<file path="config.mk">
export PLATFORM = sky130hd
export DESIGN_NAME = ntt_addr_gen
export DESIGN_NICKNAME = d
export VERILOG_FILES = /design/src/rtl/pqc_pkg.sv /design/src/rtl/ntt_delay_line.sv /design/src/rtl/ntt_addr_gen.sv
export SDC_FILE = /design/constraint.sdc
export NUM_CORES = 1
export LEC_CHECK = 0
export ABC_AREA = 0
export BUFFER_PORTS_ARGS = -buffer_cell sky130_fd_sc_hd__buf_2
export CORE_ASPECT_RATIO = 0.7
export CORE_UTILIZATION = 43
export DETAILED_ROUTE_END_ITERATION = 6
export PLACE_DENSITY = 0.71
export SYNTH_ARGS = -nofsm -noshare
export SYNTH_HDL_FRONTEND = slang
export SYNTH_SLANG_ARGS = --single-unit
</file>
<file path="constraint.sdc">
create_clock -name clk -period 14.8 [get_ports clk]
set_clock_uncertainty 0.2 [all_clocks]
set_input_delay 1.48 -clock clk [delete_from_list [all_inputs] [get_ports clk]]
set_output_delay 1.48 -clock clk [all_outputs]
set_load 0.03 [all_outputs]
</file>
<file path="src/rtl/pqc_pkg.sv">
// Shared constants for the PQC custom-instruction datapath: ring size, NTT layer count,
// custom-0 decode fields and the NTT address-generator state encoding.
package pqc_pkg;

  localparam int N      = 256;
  localparam int LAYERS = 7;
  localparam int HALF_N = N / 2;

  localparam logic [6:0] OPC_CUSTOM0 = 7'b0001011;
  localparam logic [2:0] F3_PQC      = 3'b011;
  localparam logic [6:0] F7_NTT      = 7'b0000011;
  localparam logic [6:0] F7_INTT     = 7'b0000100;
  localparam logic [6:0] F7_PWAM     = 7'b0000101;

  typedef enum logic [1:0] {
    ST_IDLE  = 2'd0,
    ST_ISSUE = 2'd1,
    ST_DRAIN = 2'd2,
    ST_DONE  = 2'd3
  } ntt_state_e;

  // log2 of the butterfly span: forward shrinks 128..2, inverse grows 2..128.
  function automatic logic [2:0] ntt_len_log2(input logic [2:0] layer, input logic inverse);
    return inverse ? (layer + 3'd1) : (3'd7 - layer);
  endfunction

endpackage

</file>
<file path="src/rtl/ntt_delay_line.sv">
// Fixed-latency shift register carrying a valid flag and an address pair from
// butterfly read issue to writeback; frozen whenever en is low.
module ntt_delay_line #(
  parameter int LAT = 3,
  parameter int W   = 32
) (
  input  logic         clk,
  input  logic         rst_n,
  input  logic         en,
  input  logic         in_valid,
  input  logic [W-1:0] in_a,
  input  logic [W-1:0] in_b,
  output logic         out_valid,
  output logic [W-1:0] out_a,
  output logic [W-1:0] out_b,
  output logic         pending
);

  logic         v_sr [LAT];
  logic [W-1:0] a_sr [LAT];
  logic [W-1:0] b_sr [LAT];

  always_ff @(posedge clk) begin
    if (!rst_n) begin
      for (int i = 0; i < LAT; i++) begin
        v_sr[i] <= 1'b0;
        a_sr[i] <= '0;
        b_sr[i] <= '0;
      end
    end else if (en) begin
      v_sr[0] <= in_valid;
      a_sr[0] <= in_a;
      b_sr[0] <= in_b;
      for (int i = 1; i < LAT; i++) begin
        v_sr[i] <= v_sr[i-1];
        a_sr[i] <= a_sr[i-1];
        b_sr[i] <= b_sr[i-1];
      end
    end
  end

  assign out_valid = v_sr[LAT-1];
  assign out_a     = a_sr[LAT-1];
  assign out_b     = b_sr[LAT-1];

  // Anything still in flight behind the tail stage.
  always_comb begin
    pending = 1'b0;
    for (int i = 0; i < LAT - 1; i++) begin
      pending = pending | v_sr[i];
    end
  end

endmodule

</file>
<file path="src/rtl/ntt_addr_gen.sv">
// Address sequencer for the 256-point NTT/INTT: issues butterfly read pairs and
// twiddle indices layer by layer, and delays them onto the writeback port.
module ntt_addr_gen
  import pqc_pkg::*;
#(
  parameter int BF_LAT = 3,
  parameter int ADDR_W = 32
) (
  input  logic              clk,
  input  logic              rst_n,
  input  logic              start,
  input  logic              inverse,
  input  logic [ADDR_W-1:0] base_addr,
  input  logic              stall,
  output logic              busy,
  output logic              rd_valid,
  output logic [ADDR_W-1:0] rd_addr_a,
  output logic [ADDR_W-1:0] rd_addr_b,
  output logic [6:0]        zeta_idx,
  output logic              ntt_valid,
  output logic [ADDR_W-1:0] wr_addr_a,
  output logic [ADDR_W-1:0] wr_addr_b,
  output logic              done
);

  localparam logic [1:0] S_IDLE  = ST_IDLE;
  localparam logic [1:0] S_ISSUE = ST_ISSUE;
  localparam logic [1:0] S_DRAIN = ST_DRAIN;
  localparam logic [1:0] S_DONE  = ST_DONE;

  localparam logic [2:0] LAST_LAYER = 3'(LAYERS - 1);
  localparam logic [6:0] LAST_BFLY  = 7'(HALF_N - 1);

  logic [1:0]        state;
  logic [2:0]        layer;
  logic [6:0]        bfly;
  logic              inv_q;
  logic [ADDR_W-1:0] base_q;

  logic [2:0]        lg;
  logic [7:0]        len;
  logic [7:0]        ia;
  logic [7:0]        ib;
  logic [6:0]        grp;
  logic [6:0]        zeta;
  logic              pending;

  // The whole operation, including the captured mode and base, freezes under stall.
  always_ff @(posedge clk) begin
    if (!rst_n) begin
      state  <= S_IDLE;
      layer  <= '0;
      bfly   <= '0;
      inv_q  <= 1'b0;
      base_q <= '0;
    end else if (!stall) begin
      case (state)
        S_IDLE: begin
          if (start) begin
            state  <= S_ISSUE;
            layer  <= '0;
            bfly   <= '0;
            inv_q  <= inverse;
            base_q <= base_addr;
          end
        end
        S_ISSUE: begin
          bfly <= bfly + 7'd1;
          if (bfly == LAST_BFLY) begin
            state <= S_DRAIN;
          end
        end
        S_DRAIN: begin
          // The next layer reads results of this one, so wait for its last write.
          if (ntt_valid && !pending) begin
            if (layer == LAST_LAYER) begin
              state <= S_DONE;
            end else begin
              layer <= layer + 3'd1;
              state <= S_ISSUE;
            end
          end
        end
        S_DONE: begin
          state <= S_IDLE;
        end
        default: begin
          state <= S_IDLE;
        end
      endcase
    end
  end

  // len is a power of two, so 2*len*g + o reduces to b + (b with the low lg bits cleared).
  always_comb begin
    lg   = ntt_len_log2(layer, inv_q);
    len  = 8'd1 << lg;
    ia   = {1'b0, bfly} + ({1'b0, bfly} & ~(len - 8'd1));
    ib   = ia + len;
    grp  = bfly >> lg;
    if (inv_q) begin
      zeta = 7'((8'd128 >> layer) - 8'd1 - {1'b0, grp});
    end else begin
      zeta = (7'd1 << layer) + grp;
    end
  end

  assign busy     = (state != S_IDLE);
  assign rd_valid = (state == S_ISSUE);
  assign done     = (state == S_DONE) && !stall;

  assign rd_addr_a = rd_valid ? (base_q + ADDR_W'({ia, 2'b00})) : '0;
  assign rd_addr_b = rd_valid ? (base_q + ADDR_W'({ib, 2'b00})) : '0;
  assign zeta_idx  = rd_valid ? zeta : 7'd0;

  ntt_delay_line #(
    .LAT (BF_LAT),
    .W   (ADDR_W)
  ) u_delay (
    .clk       (clk),
    .rst_n     (rst_n),
    .en        (!stall),
    .in_valid  (rd_valid),
    .in_a      (rd_addr_a),
    .in_b      (rd_addr_b),
    .out_valid (ntt_valid),
    .out_a     (wr_addr_a),
    .out_b     (wr_addr_b),
    .pending   (pending)
  );

endmodule

</file>
==> impl_metrics.env, run 1 <==
export IMPL_worst_slew_pin_slew_ns=1.12
export IMPL_synth_warnings=0
export IMPL_design_area_um2=14300
export IMPL_ant_nets=0
export IMPL_dp_slack_ns=6.79
export IMPL_crit_chain="buf_4, ha_1, ha_1, mux2i_1, a21oi_1, nor2b_1, ha_1, o21bai_1, o221ai_2, xor2_1, ha_1, a21oi_1, o21ai_1, a21o_1, a21oi_1, xnor2_1, ha_1, a21oi_1, a211oi_1, xnor2_1, nor2_1, buf_2"
export IMPL_finalMaxSlewViolations=0
export IMPL_synthTopCellsByArea="edfxtp_1 (45%), dfxtp_1 (7.1%), and2_1 (7.0%)"
export IMPL_io_buffers=175
export IMPL_dr_pass1_iters=5
export IMPL_yosys_area_share_simple_pct=20.6
export IMPL_fmax_mhz=114
export IMPL_cpPeakStageDelay_ns=0.87
export IMPL_finalSetupViolations=0
export IMPL_ctsHoldBuffers=0
export IMPL_rsz0062_at_grt="no"
export IMPL_slew_headroom_pct=25.2
export IMPL_synth_compound_area_share_pct=9.27
export IMPL_area_delta_synth_final_pct=11.9
export IMPL_netlist_area_leader_share_pct=44.6
export IMPL_cts_root_buf="clkbuf_16"
export IMPL_critical_path_max_fanout=27
export IMPL_crit_top_cell="ha_1"
export IMPL_synth_yosys_seq_area_share_pct=51.6
export IMPL_layout_commonest_cell="edfxtp_1"
export IMPL_reg2reg_from="layer[0]"
export IMPL_grt_first_pass_wirelength_mm=47.2
export IMPL_worst_slack_ns=6.06
export IMPL_cts_buffers=25
export IMPL_die_h_um=146
export IMPL_antenna_found_initial=2
export IMPL_syn_area_um2=12700
export IMPL_path_depth=22
export IMPL_grt_max_degree=139
export IMPL_fin_tns_setup_ns=0
export IMPL_synth_seq_cells=234
export IMPL_crit_family="compound AO/OA/AOI/OAI gates"
export IMPL_synth_xor_area_share_pct=5.57
export IMPL_via_per_inst=5.15
export IMPL_critPathLaunchType="register"
export IMPL_grt_pass1_vias=8233
export IMPL_clk_latency_ns=0.54
export IMPL_min_delay_start="base_q[1]"
export IMPL_synth_fp_nets=1303
export IMPL_route_detailed_drc=0
export IMPL_ir_drop_mv=0.0773
export IMPL_final_nets=1380
export IMPL_synth_top_family_by_area="simple AND/OR/NAND/NOR gates"
export IMPL_ios=176
export IMPL_start_util_pct=43.9
export IMPL_netlist_instances=1218
export IMPL_status="complete, no violations"
export IMPL_clock_path_buffers=3
export IMPL_cap_violations=0
export IMPL_slowest_stage="a21oi_1"
export IMPL_p_per_area_nw_per_um2=108
export IMPL_crit_type="register to primary output"
export IMPL_synth_top_cell_by_area="edfxtp_1"
export IMPL_avgSynthCellArea_um2=10.5
export IMPL_grt_overflow=0
export IMPL_min_path_type="register to register"
export IMPL_worstPathArrival_ns=7.06
export IMPL_die_x_um=208
export IMPL_synthMuxAreaShare_pct=0.776
export IMPL_min_period_ns=8.74
export IMPL_diodes=0
export IMPL_synthAdderAreaFrac_pct=4.95
export IMPL_die_area_um2=30300
export IMPL_synth_edf_count=189
export IMPL_synth_ff_type="edfxtp_1"
export IMPL_rows=52
export IMPL_r2r_cells=23
export IMPL_r2r_end="u_delay.b_sr[0][19]"
export IMPL_wl_per_cell_um=18.1
export IMPL_wl_mm=30.6
export IMPL_clk_pin_slew_worst_paths_ns=0.06
export IMPL_cts_sinks=234
export IMPL_gp_congestion=0.910
export IMPL_dpl_instance_area_um2=13400
export IMPL_final_cell_mix="edfxtp_1 (189), buf_2 (175), nor2_1 (143), and2_1 (143), nand2_1 (122)"
export IMPL_place_hpwl_mm=22.2
export IMPL_hold_depth=2
export IMPL_path_buf_inv=2
export IMPL_finalCritPeriodShare_pct=59.1
export IMPL_cts_setup_buffers=0
export IMPL_timing_hold_violations_final=0
export IMPL_post_cts_resized=0
export IMPL_cts_tree="built"
export IMPL_r2r_slack_ns=7.96
export IMPL_drive_gt1_share_pct=20.3
export IMPL_htreeDepth=1
export IMPL_routed_via_count=8711
export IMPL_worstSetupEndpointType="primary output"
export IMPL_p_leak_nw=5.94
export IMPL_first_iter_violations=783
export IMPL_grtUsageTotal_pct=19.9
export IMPL_cp_data_required_time_ns=13.12
export IMPL_fin_util_pct=49.1
export IMPL_timing_hold_ws_ns=0.283
export IMPL_synthArstFlopShare_pct=0
export IMPL_synthDistinctLibCells=76
export IMPL_core_um2=29000
export IMPL_holdPathEnd="base_q[1]"
==> flip-flops by register name, indices dropped and copies added (netlist names) <==
signal / cells
base_q: 32
bfly: 7
inv_q: 1
layer: 3
state: 2
u_delay.a_sr: 90
u_delay.b_sr: 96
u_delay.v_sr: 3
==> worst reg2reg max path, stage by stage (launching register included) <==
cell	delay, ns
dfxtp_1	0.31
buf_4	0.29
ha_1	0.67
ha_1	0.40
mux2i_1	0.72
a21oi_1	0.12
nor2b_1	0.17
ha_1	0.17
o21bai_1	0.12
o221ai_2	0.13
xor2_1	0.26
ha_1	0.33
a21oi_1	0.16
o21ai_1	0.11
a21o_1	0.21
a21oi_1	0.17
xnor2_1	0.18
ha_1	0.29
a21oi_1	0.39
nand2b_1	0.10
o21ai_1	0.54
nor3_1	0.13
xnor2_1	0.28
nor2_1	0.13
==> stage by stage <==
stage / instances / total power, W
3_3_place_gp: 1646 / 0.000904
4_1_cts: 1691 / 0.00156
3_5_place_dp: 1646 / 0.000906
6_report: 1691 / 0.00154
5_1_grt: 1691 / 0.00160
2_1_floorplan: 1218 / 0.000877
==> cells in the mapped netlist, drive strengths merged, types with 3 or more instances <==
| library cell | number |
|---|---|
| ha | 44 |
| xnor2 | 52 |
| nand3b | 4 |
| nand4 | 9 |
| o31ai | 5 |
| a21boi | 42 |
| nand3 | 16 |
| nor2b | 14 |
| nand2b | 10 |
| fa | 4 |
| o21ai | 18 |
| o21a | 5 |
| o211ai | 3 |
| or3 | 5 |
| mux2i | 5 |
| a211oi | 9 |
| nor2 | 145 |
| clkbuf | 51 |
| dfxtp | 45 |
| and2 | 143 |
| a21o | 14 |
| edfxtp | 189 |
| a2111oi | 4 |
| a31oi | 5 |
| a22oi | 3 |
| a21oi | 33 |
| xor2 | 29 |
| inv | 32 |
| nand2 | 124 |
| buf | 84 |
| and3 | 22 |
| nor3 | 19 |
| o21bai | 7 |
| or2 | 3 |
==> where the power goes <==
part           switching [W]  internal (W)
registers          0.0000183      0.000744
logic              0.0000920     0.0000375
clock network       0.000264      0.000388
total               0.000374       0.00117
==> worst max-delay path by stage <==
| stage | startpoint | to | slack [ns] |
|---|---|---|---|
| 5_1_grt | layer[0] | rd_addr_b[19] | 5.58 |
| 3_3_place_gp | layer[0] | rd_addr_b[16] | 6.86 |
| 6_report | layer[0] | rd_addr_b[28] | 6.06 |
| 4_1_cts | layer[0] | rd_addr_b[28] | 6.18 |
| 3_5_place_dp | layer[0] | rd_addr_b[28] | 6.79 |
| 2_1_floorplan | layer[0] | rd_addr_b[19] | 8.09 |
==> final cells by class <==
class / instances / area [um^2]
Clock buffer: 28 / 647
Tap cell: 378 / 473
Multi-Input combinational cell: 817 / 5270
Inverter: 32 / 120
Clock inverter: 17 / 215
Fill cell: 2651 / 14800
Timing Repair Buffer: 185 / 951
Sequential cell: 234 / 6580
==> layer usage <==
metal,track usage [%],up-vias,part of all wire (%)
li1,-,4239,-
met1,30.2,4145,49
met2,29.2,275,43
met3,3.63,50,5.8
met4,5.11,2,2.3
met5,0,-,0.026
==> kinds of logic after synthesis <==
| group | count (synthesis) |
|---|---|
| buf+inv | 167 |
| flops | 234 |
| mux | 8 |
| compound gates | 159 |
| xor+xnor | 81 |
| fa+ha+maj | 48 |
| simple gates | 520 |
| other cells | 1 |
Power figures use the tool's default switching activity.
==> run 2, diff against run 1 <==
--- a/config.mk
+++ b/config.mk
@@ -10,7 +10,7 @@
 export CORE_ASPECT_RATIO = 0.7
 export CORE_UTILIZATION = 43
 export DETAILED_ROUTE_END_ITERATION = 6
-export PLACE_DENSITY = 0.71
+export PLACE_DENSITY = 0.73
 export SYNTH_ARGS = -nofsm -noshare
 export SYNTH_HDL_FRONTEND = slang
 export SYNTH_SLANG_ARGS = --single-unit
==> constraint.sdc (replaced) <==
create_clock -name clk -period 8 [get_ports clk]
set_clock_uncertainty 0.2 [all_clocks]
set_input_delay 0.8 -clock clk [delete_from_list [all_inputs] [get_ports clk]]
set_output_delay 0.8 -clock clk [all_outputs]
set_load 0.03 [all_outputs]
==> run 2 against run 1 <==
  * Critical path depth down 2
  * Register-to-register slack worse by 6.2 ns
  * Combinational power up 82%
  * Design area down 0.54%
  * Cell count up 0.30%
  * Count of clock-buffer cells in the layout up 2
  * Highest routed layer is now met4
  * Sequential cell count unchanged
  * Via count down 1.5%
  * Utilization down 0.27 points
  * Largest power group unchanged
  * Worst hold slack worse by 0.0023 ns
==> impl_metrics.env, run 2 (synthesis gave the netlist of run 1 again) <==
export IMPL_antenna_found_initial=3
export IMPL_dp_slack_ns=1.20
export IMPL_clk_latency_ns=0.55
export IMPL_largest_reg_flops=96
export IMPL_area_delta_synth_final_pct=11.3
export IMPL_status="complete, no violations"
export IMPL_grt_pass1_vias=8188
export IMPL_rsz0062_at_grt="no"
export IMPL_start_util_pct=43.9
export IMPL_ant_nets=0
export IMPL_top_register="u_delay.b_sr"
export IMPL_via_per_inst=5.06
export IMPL_ios=176
export IMPL_final_nets=1382
export IMPL_cp_data_required_time_ns=7.00
export IMPL_finalSetupViolations=0
export IMPL_cts_root_buf="clkbuf_16"
export IMPL_dpl_instance_area_um2=13400
export IMPL_min_period_ns=7.47
export IMPL_clock_path_buffers=3
export IMPL_min_path_type="register to register"
export IMPL_ir_drop_mv=0.168
export IMPL_p_per_area_nw_per_um2=192
export IMPL_cts_sinks=234
export IMPL_cts_tree="built"
export IMPL_io_buffers=175
export IMPL_timing_hold_violations_final=0
export IMPL_worstPathArrival_ns=6.47
export IMPL_post_cts_resized=0
export IMPL_die_x_um=208
export IMPL_worst_slack_ns=0.534
export IMPL_reg_top3="u_delay.b_sr x96, u_delay.a_sr x90, base_q x32"
export IMPL_dr_pass1_iters=5
export IMPL_design_area_um2=14200
export IMPL_drive_gt1_share_pct=19.8
export IMPL_first_iter_violations=598
export IMPL_slew_headroom_pct=24.9
export IMPL_worstSetupEndpointType="primary output"
export IMPL_cts_setup_buffers=0
export IMPL_clk_pin_slew_worst_paths_ns=0.06
export IMPL_fillers=2668
export IMPL_grt_first_pass_wirelength_mm=46.6
export IMPL_final_cell_mix="edfxtp_1 (189), buf_2 (175), nor2_1 (143), and2_1 (143), nand2_1 (122)"
export IMPL_p_leak_nw=5.89
export IMPL_cap_violations=0
export IMPL_wl_per_cell_um=17.8
export IMPL_critPathLaunchType="register"
export IMPL_gp_congestion=0.925
export IMPL_htreeDepth=1
export IMPL_grtUsageTotal_pct=19.7
export IMPL_fin_tns_setup_ns=0
export IMPL_critical_path_max_fanout=18
export IMPL_die_h_um=146
export IMPL_ctsHoldBuffers=0
export IMPL_finalCritPeriodShare_pct=93.3
export IMPL_routed_via_count=8576
export IMPL_core_um2=29000
export IMPL_grt_max_degree=139
export IMPL_layout_commonest_cell="edfxtp_1"
export IMPL_crit_type="register to primary output"
export IMPL_place_hpwl_mm=21.8
export IMPL_cts_buffers=25
export IMPL_worst_slew_pin_slew_ns=1.13
export IMPL_wl_mm=30.1
export IMPL_timing_hold_ws_ns=0.281
export IMPL_finalMaxSlewViolations=0
export IMPL_die_area_um2=30300
export IMPL_fmax_mhz=134
export IMPL_route_detailed_drc=0
export IMPL_grt_overflow=0
export IMPL_rows=52
run 2: changes by cell type in the layout (fill, tap and decap cells not counted), sizes merged:
cell | previous run | this run
buf | 185 | 187
bufinv | 4 | 0
clkbuf | 28 | 30
clkinv | 8 | 9
clkinvlp | 3 | 5
diode | 0 | 2
run 2: per-stage QoR:
step                      cells  power, W  utilization [%]
after floorplan            1218   0.00162                -
after global placement     1648   0.00167             46.2
after detailed placement   1648   0.00167             46.2
after CTS                  1694   0.00276             48.8
after global routing       1695   0.00283             48.8
final                      1696   0.00272             48.9
run 2: final timing paths:
kind	start	endpoint	slack [ns]	cells after the start
max	layer[1]	rd_addr_b[19]	0.53	20
min	base_q[1]	base_q[1]	0.28	2
max reg2reg	layer[1]	u_delay.b_sr[0][19]	1.74	19
min reg2reg	base_q[1]	base_q[1]	0.28	2
run 2: worst max-delay path: stages, from the launching register on:
cell and delay [ns]:
dfxtp_1 0.48, ha_1 0.62, ha_1 0.38, mux2_4 0.37, o311a_1 0.15, or4b_2 0.63, xor2_1 0.23, ha_1 0.32
a21oi_1 0.17, o21ai_1 0.11, a21o_1 0.20, a21oi_1 0.16, xnor2_1 0.16, ha_1 0.28, a21oi_1 0.35, nand2b_1 0.10
o21ai_1 0.49, nor3_1 0.12, xnor2_1 0.28, nor2_1 0.08, buf_2 0.21
run 2: area by class of cell:
cell class / instances / area, um^2 / share of cell area, %
Clock buffer: 30 / 654 / 4.62
Tap cell: 378 / 473 / 3.34
Timing Repair Buffer: 187 / 966 / 6.81
Multi-Input combinational cell: 817 / 5270 / 37.2
Antenna cell: 2 / 5.00 / 0.0353
Inverter: 32 / 120 / 0.847
Clock inverter: 16 / 110 / 0.777
Sequential cell: 234 / 6580 / 46.4
run 2: per-layer routing:
layer,vias to the layer above,share of wire (%),track usage (%)
li1,4247,-,-
met1,4013,48,28.7
met2,263,42,29.3
met3,53,6.4,4.25
met4,0,2.8,6.00
met5,-,0,0
run 2: where the power goes:
part | internal [W] | total (W) | switching [W]
Clock | 0.000592 | 0.00108 | 0.000485
Sequential | 0.00138 | 0.00141 | 0.0000346
Combinational | 0.0000698 | 0.000237 | 0.000167
Total | 0.00204 | 0.00272 | 0.000687
